## src/rtl/multicycle_control_fsm_if.sv

```systemverilog
// Control bundle between the multicycle main controller and the datapath.
interface multicycle_control_fsm_if;
    logic [1:0] op;
    logic [5:0] funct;
    logic       mem_ready;
    logic       ir_w;
    logic       next_pc;
    logic       adr_src;
    logic       alu_src_a;
    logic [1:0] alu_src_b;
    logic       alu_op;
    logic [1:0] result_src;
    logic [1:0] imm_src;
    logic       reg_w;
    logic       mem_w;
    logic       branch;
    logic       illegal;
    logic       instr_done;
    logic [3:0] state;

    // Controller side: consumes instruction fields and memory handshake.
    modport master (
        input  op, funct, mem_ready,
        output ir_w, next_pc, adr_src, alu_src_a, alu_src_b, alu_op,
               result_src, imm_src, reg_w, mem_w, branch, illegal,
               instr_done, state
    );

    // Datapath side: supplies instruction fields, consumes controls.
    modport slave (
        output op, funct, mem_ready,
        input  ir_w, next_pc, adr_src, alu_src_a, alu_src_b, alu_op,
               result_src, imm_src, reg_w, mem_w, branch, illegal,
               instr_done, state
    );
endinterface

```

## src/rtl/multicycle_control_fsm.sv

```systemverilog
// Sequenced main controller for the multicycle processor: fetch, decode,
// memory / execute / branch phases, with a memory-ready handshake.
module multicycle_control_fsm (
    input  logic                           clk,
    input  logic                           rst,
    multicycle_control_fsm_if.master       bus
);

    typedef enum logic [3:0] {
        S_FETCH    = 4'd0,
        S_DECODE   = 4'd1,
        S_MEMADR   = 4'd2,
        S_MEMREAD  = 4'd3,
        S_MEMWB    = 4'd4,
        S_MEMWRITE = 4'd5,
        S_EXECUTER = 4'd6,
        S_EXECUTEI = 4'd7,
        S_ALUWB    = 4'd8,
        S_BRANCH   = 4'd9
    } state_t;

    state_t     state_q;
    state_t     state_d;

    logic       ir_w;
    logic       next_pc;
    logic       adr_src;
    logic       alu_src_a;
    logic [1:0] alu_src_b;
    logic       alu_op;
    logic [1:0] result_src;
    logic       reg_w;
    logic       mem_w;
    logic       branch;
    logic       illegal;
    logic       instr_done;

    // Only I (funct[5]) and L (funct[0]) steer the sequence.
    logic       unused_funct;
    assign unused_funct = ^bus.funct[4:1];

    // State register; reset returns to FETCH immediately.
    always_ff @(posedge clk or posedge rst) begin
        if (rst) begin
            state_q <= S_FETCH;
        end else begin
            state_q <= state_d;
        end
    end

    // Next-state and Moore decode; FETCH/MEMWRITE strobes follow mem_ready.
    always_comb begin
        state_d    = state_q;
        ir_w       = 1'b0;
        next_pc    = 1'b0;
        adr_src    = 1'b0;
        alu_src_a  = 1'b0;
        alu_src_b  = 2'b00;
        alu_op     = 1'b0;
        result_src = 2'b00;
        reg_w      = 1'b0;
        mem_w      = 1'b0;
        branch     = 1'b0;
        illegal    = 1'b0;
        instr_done = 1'b0;
        case (state_q)
            S_FETCH: begin
                alu_src_a  = 1'b1;
                alu_src_b  = 2'b10;
                result_src = 2'b10;
                ir_w       = bus.mem_ready;
                next_pc    = bus.mem_ready;
                if (bus.mem_ready) begin
                    state_d = S_DECODE;
                end
            end
            S_DECODE: begin
                alu_src_a  = 1'b1;
                alu_src_b  = 2'b10;
                result_src = 2'b10;
                case (bus.op)
                    2'b00:   state_d = bus.funct[5] ? S_EXECUTEI : S_EXECUTER;
                    2'b01:   state_d = S_MEMADR;
                    2'b10:   state_d = S_BRANCH;
                    default: begin
                        state_d    = S_FETCH;
                        illegal    = 1'b1;
                        instr_done = 1'b1;
                    end
                endcase
            end
            S_MEMADR: begin
                alu_src_b = 2'b01;
                state_d   = bus.funct[0] ? S_MEMREAD : S_MEMWRITE;
            end
            S_MEMREAD: begin
                adr_src = 1'b1;
                if (bus.mem_ready) begin
                    state_d = S_MEMWB;
                end
            end
            S_MEMWB: begin
                result_src = 2'b01;
                reg_w      = 1'b1;
                instr_done = 1'b1;
                state_d    = S_FETCH;
            end
            S_MEMWRITE: begin
                adr_src    = 1'b1;
                mem_w      = 1'b1;
                instr_done = bus.mem_ready;
                if (bus.mem_ready) begin
                    state_d = S_FETCH;
                end
            end
            S_EXECUTER: begin
                alu_op  = 1'b1;
                state_d = S_ALUWB;
            end
            S_EXECUTEI: begin
                alu_src_b = 2'b01;
                alu_op    = 1'b1;
                state_d   = S_ALUWB;
            end
            S_ALUWB: begin
                reg_w      = 1'b1;
                instr_done = 1'b1;
                state_d    = S_FETCH;
            end
            S_BRANCH: begin
                alu_src_b  = 2'b01;
                result_src = 2'b10;
                branch     = 1'b1;
                instr_done = 1'b1;
                state_d    = S_FETCH;
            end
            default: begin
                state_d = S_FETCH;
            end
        endcase
    end

    // Immediate format follows the opcode regardless of state.
    always_comb begin
        case (bus.op)
            2'b01:   bus.imm_src = 2'b01;
            2'b10:   bus.imm_src = 2'b10;
            default: bus.imm_src = 2'b00;
        endcase
    end

    // Strobes are suppressed while reset is held; selects pass straight out.
    assign bus.ir_w       = ir_w       & ~rst;
    assign bus.next_pc    = next_pc    & ~rst;
    assign bus.reg_w      = reg_w      & ~rst;
    assign bus.mem_w      = mem_w      & ~rst;
    assign bus.branch     = branch     & ~rst;
    assign bus.illegal    = illegal    & ~rst;
    assign bus.instr_done = instr_done & ~rst;
    assign bus.adr_src    = adr_src;
    assign bus.alu_src_a  = alu_src_a;
    assign bus.alu_src_b  = alu_src_b;
    assign bus.alu_op     = alu_op;
    assign bus.result_src = result_src;
    assign bus.state      = 4'(state_q);

endmodule

```

## src/flat_wrapper.sv

```systemverilog
// flat-port wrapper written by rule: the top's interface ports become plain ports
module multicycle_control_fsm_flat 
  (clk, rst, bus_op, bus_funct, bus_mem_ready, bus_ir_w, bus_next_pc, bus_adr_src, bus_alu_src_a, bus_alu_src_b, bus_alu_op, bus_result_src, bus_imm_src, bus_reg_w, bus_mem_w, bus_branch, bus_illegal, bus_instr_done, bus_state);
  multicycle_control_fsm_if bus_i ();
  input  logic clk;
  input  logic rst;
  input wire logic [$bits(bus_i.op)-1:0] bus_op;
  input wire logic [$bits(bus_i.funct)-1:0] bus_funct;
  input wire logic [$bits(bus_i.mem_ready)-1:0] bus_mem_ready;
  output wire logic [$bits(bus_i.ir_w)-1:0] bus_ir_w;
  output wire logic [$bits(bus_i.next_pc)-1:0] bus_next_pc;
  output wire logic [$bits(bus_i.adr_src)-1:0] bus_adr_src;
  output wire logic [$bits(bus_i.alu_src_a)-1:0] bus_alu_src_a;
  output wire logic [$bits(bus_i.alu_src_b)-1:0] bus_alu_src_b;
  output wire logic [$bits(bus_i.alu_op)-1:0] bus_alu_op;
  output wire logic [$bits(bus_i.result_src)-1:0] bus_result_src;
  output wire logic [$bits(bus_i.imm_src)-1:0] bus_imm_src;
  output wire logic [$bits(bus_i.reg_w)-1:0] bus_reg_w;
  output wire logic [$bits(bus_i.mem_w)-1:0] bus_mem_w;
  output wire logic [$bits(bus_i.branch)-1:0] bus_branch;
  output wire logic [$bits(bus_i.illegal)-1:0] bus_illegal;
  output wire logic [$bits(bus_i.instr_done)-1:0] bus_instr_done;
  output wire logic [$bits(bus_i.state)-1:0] bus_state;
  assign bus_i.op = bus_op;
  assign bus_i.funct = bus_funct;
  assign bus_i.mem_ready = bus_mem_ready;
  assign bus_ir_w = bus_i.ir_w;
  assign bus_next_pc = bus_i.next_pc;
  assign bus_adr_src = bus_i.adr_src;
  assign bus_alu_src_a = bus_i.alu_src_a;
  assign bus_alu_src_b = bus_i.alu_src_b;
  assign bus_alu_op = bus_i.alu_op;
  assign bus_result_src = bus_i.result_src;
  assign bus_imm_src = bus_i.imm_src;
  assign bus_reg_w = bus_i.reg_w;
  assign bus_mem_w = bus_i.mem_w;
  assign bus_branch = bus_i.branch;
  assign bus_illegal = bus_i.illegal;
  assign bus_instr_done = bus_i.instr_done;
  assign bus_state = bus_i.state;
  multicycle_control_fsm u_core (.clk(clk), .rst(rst), .bus(bus_i));
endmodule
```

## config.mk

```make
export PLATFORM = sky130hd
export DESIGN_NAME = multicycle_control_fsm_flat
export DESIGN_NICKNAME = d
export VERILOG_FILES = /design/src/rtl/multicycle_control_fsm_if.sv /design/src/rtl/multicycle_control_fsm.sv /design/src/flat_wrapper.sv
export SDC_FILE = /design/constraint.sdc
export NUM_CORES = 1
export LEC_CHECK = 0
export ABC_AREA = 1
export BUFFER_PORTS_ARGS = -buffer_cell sky130_fd_sc_hd__buf_2
export CORE_MARGIN = 10
export CORE_UTILIZATION = 30
export DETAILED_ROUTE_END_ITERATION = 7
export GPL_TIMING_DRIVEN = 0
export PLACE_DENSITY = 0.63
export REMOVE_ABC_BUFFERS = 1
export SYNTH_ARGS = -nofsm -noshare
export SYNTH_HDL_FRONTEND = slang
export SYNTH_SLANG_ARGS = --single-unit
```

## constraint.sdc

```tcl
create_clock -name clk -period 1.35 [get_ports clk]
set_clock_uncertainty 0.2 [all_clocks]
set_input_delay 0.2025 -clock clk [delete_from_list [all_inputs] [get_ports clk]]
set_output_delay 0.2025 -clock clk [all_outputs]
set_load 0.1 [all_outputs]
```

==> results.md <==
- Drt drc: 0
- Final worst-path setup slack: -0.575 ns
- Register area share after synthesis: 0.235
- Largest cells by area after synthesis: dfrtp_1, nand2_1, nand3_1
- Final WL: between 2 and 3 mm
- Endpoints failing setup: 22
- Die ar.: approximately 3300 µm²
- M3 GR Usage: 0.0283
- Met2 Resource Use GR: 0.229
- Clock Path Buffers: 2
- CTS clk-pin slew, worst paths: approximately 0.05 ns
- Dpl cell area: 561 µm²
- Final std cells w/o fill: approximately 130
- Dpl hpwl: approximately 1.2 mm
- Max Clock Freq: about 0.52 GHz
- Placed Cells incl. Taps: between 100 and 150
- Maximum fanout along the worst path: 4
- Area grow syn2layout: 158%
- GRT busiest layer: met2
- Slew @ Worst Pin: 0.487 ns
- Placer congestion estimate: around 0.85
- Nets: 130
- Share of cells above drive strength 1: 0.624
- Cell area after layout: roughly 1100 µm²
- GRT Overall Usage: 0.125
- Slew headroom: 0.677
- Outcome: finished with violations
- Worst setup EP type: output port
- DR iter-0 viols: 37
- WS Path Type: flop to output port
- Syn avg cell area: around 5.8 µm²
- Clock root buffer: clkbuf_4
- # IOs: 31
- Yosys top cell area share: 0.235
- Fin crit period: about 1.9 ns
- Core area: 1320 µm²
- YS warnings: 0
- Final period util: 1.43
- FF+latch count, synth: 4
- Via count: 720
- Mapped Cells: 73
- Max_cap viols: 0
- Failing checks: setup timing
- Worst setup SP type: flop
- RSZ-0062 raised after global routing: true
- Antenna fix cells: 0
- Cell count of the worst reg-to-reg path: 8
- Slew Limit Fails: 0
- Worst path required time: roughly 0.95 ns
- Mapped Area: 427 µm²
- Remaining Overflow, GRT: 0
- Hold Fails Final Rpt: 0
- Crit path DAT: between 1.5 and 2 ns
- Detail Route Antenna Nets: 0
- Yosys cell types: 17
- Pin count of the biggest net entering global routing: 7
- GR Layer Usage met1: 0.133
- First-pass GRT wire length: between 3 and 4 mm
- Die X: between 50 and 60 µm
- Synth area leader: dfrtp_1
- Port bufs: 26
- Clock Latency Late Sink: between 0.2 and 0.3 ns
- Routed len/inst: 19.2 µm
- H-tree Lvls: 1
- Hold Crit Depth: 3
- Die Y: a little under 60 µm
- Initial antenna violation count: 0
- DRT Pass-1 Iters: 4
- Number of global-route vias before repair: around 650
- Vias/cell: about 5.5
- Initial Util: 0.324
- TritonCTS Sinks: 4
- Hold Crit Class: primary input to flop
- TritonCTS clock tree: done
- # rows: 13
- Total CTS buffers: 3
- Max reg flops: 4
## placed cells by master (no fill, tap or decap), drive strengths merged
cell type and instances:
and2 1, clkinvlp 1, nand3 10, nor3 2
o21ai 3, nor2 14, clkbuf 4, dlygate4sd3 2
dfrtp 4, o211ai 1, o221ai 1, buf 39
nand2 24, inv 11
## cells in the mapped netlist
| library cell | instances |
|---|---|
| o211ai_1 | 1 |
| buf_4 | 2 |
| nor3_1 | 2 |
| inv_2 | 1 |
| nand3_1 | 9 |
| nor2_1 | 9 |
| nor2_2 | 2 |
| dfrtp_1 | 4 |
| and2_1 | 1 |
| nand2_1 | 22 |
| nand2_2 | 2 |
| o21ai_1 | 1 |
| nor2_4 | 2 |
| inv_1 | 11 |
| o21ai_0 | 2 |
| nand3_2 | 1 |
| o221ai_1 | 1 |
## repair_timing
action / CTS / global route
gates resized for setup: 70 / 38
hold buffers: 2 / 0
pin swaps: 7 / 11
hold endpoints to repair: 5 / 0
buffers inserted: 6 / 8
endpoints found under the setup margin: 20 / 23
gates cloned: 1 / 0
## stage by stage
stage	TNS, ns	utilization	setup slack, ns	hold WS (ns)
floorplan	-31.87	-	-4.29	-0.223
global placement	-5.79	0.425	-0.548	-0.0406
detailed placement	-5.69	0.425	-0.541	-0.0405
CTS	-6.53	0.686	-0.489	0.0476
global route	-8.95	0.836	-0.599	0.0498
finish	-8.23	0.836	-0.575	0.0450
## critical path, stage by stage, from the launching register on
cell and delay (ns):
dfrtp_2 0.41, inv_2 0.07, nor2_4 0.19, nand2_2 0.12, nor2_4 0.13, nand2_1 0.07
nand2_2 0.09, buf_12 0.17
## final timing paths
check / startpoint / endpoint / slack [ns]
min reg2reg: u_core.bus.state[3]$_DFFE_PP0P_ / u_core.bus.state[2]$_DFFE_PP0P_ / 0.49
max: u_core.bus.state[0]$_DFFE_PP0P_ / bus_instr_done / -0.58
min: bus_funct[0] / u_core.bus.state[1]$_DFFE_PP0P_ / 0.05
max in group asynchronous: rst / u_core.bus.state[1]$_DFFE_PP0P_ / 0.41
max reg2reg: u_core.bus.state[1]$_DFFE_PP0P_ / u_core.bus.state[2]$_DFFE_PP0P_ / -0.24
min in group asynchronous: rst / u_core.bus.state[2]$_DFFE_PP0P_ / 0.33
## kinds of logic (layout without fill, tap and decap cells)
family,count (synthesis),count (layout),synth area share
compound gates,5,5,0.0733
buf+inv,14,57,0.141
flops,4,4,0.235
simple gates,50,51,0.551
## routing by layer
| layer | share of wire | routed length, µm | vias to the layer above |
|---|---|---|---|
| li1 | - | - | 321 |
| met1 | 0.37 | 936 | 341 |
| met2 | 0.54 | 1370 | 48 |
| met3 | 0.060 | 153 | 10 |
| met4 | 0.029 | 73 | 0 |
| met5 | 0 | 0 | - |
## cell type report
cell class / count / area (µm²)
repair buffers: 42 / 529
multi-input cells: 56 / 374
fillers: 61 / 216
flip-flops and latches: 4 / 105
inverters: 12 / 51.3
clock buffers: 3 / 22.5
well taps: 15 / 18.8
Power is not shown: default switching activity piles up to over one toggle a cycle in this logic, so the estimate is an artifact.
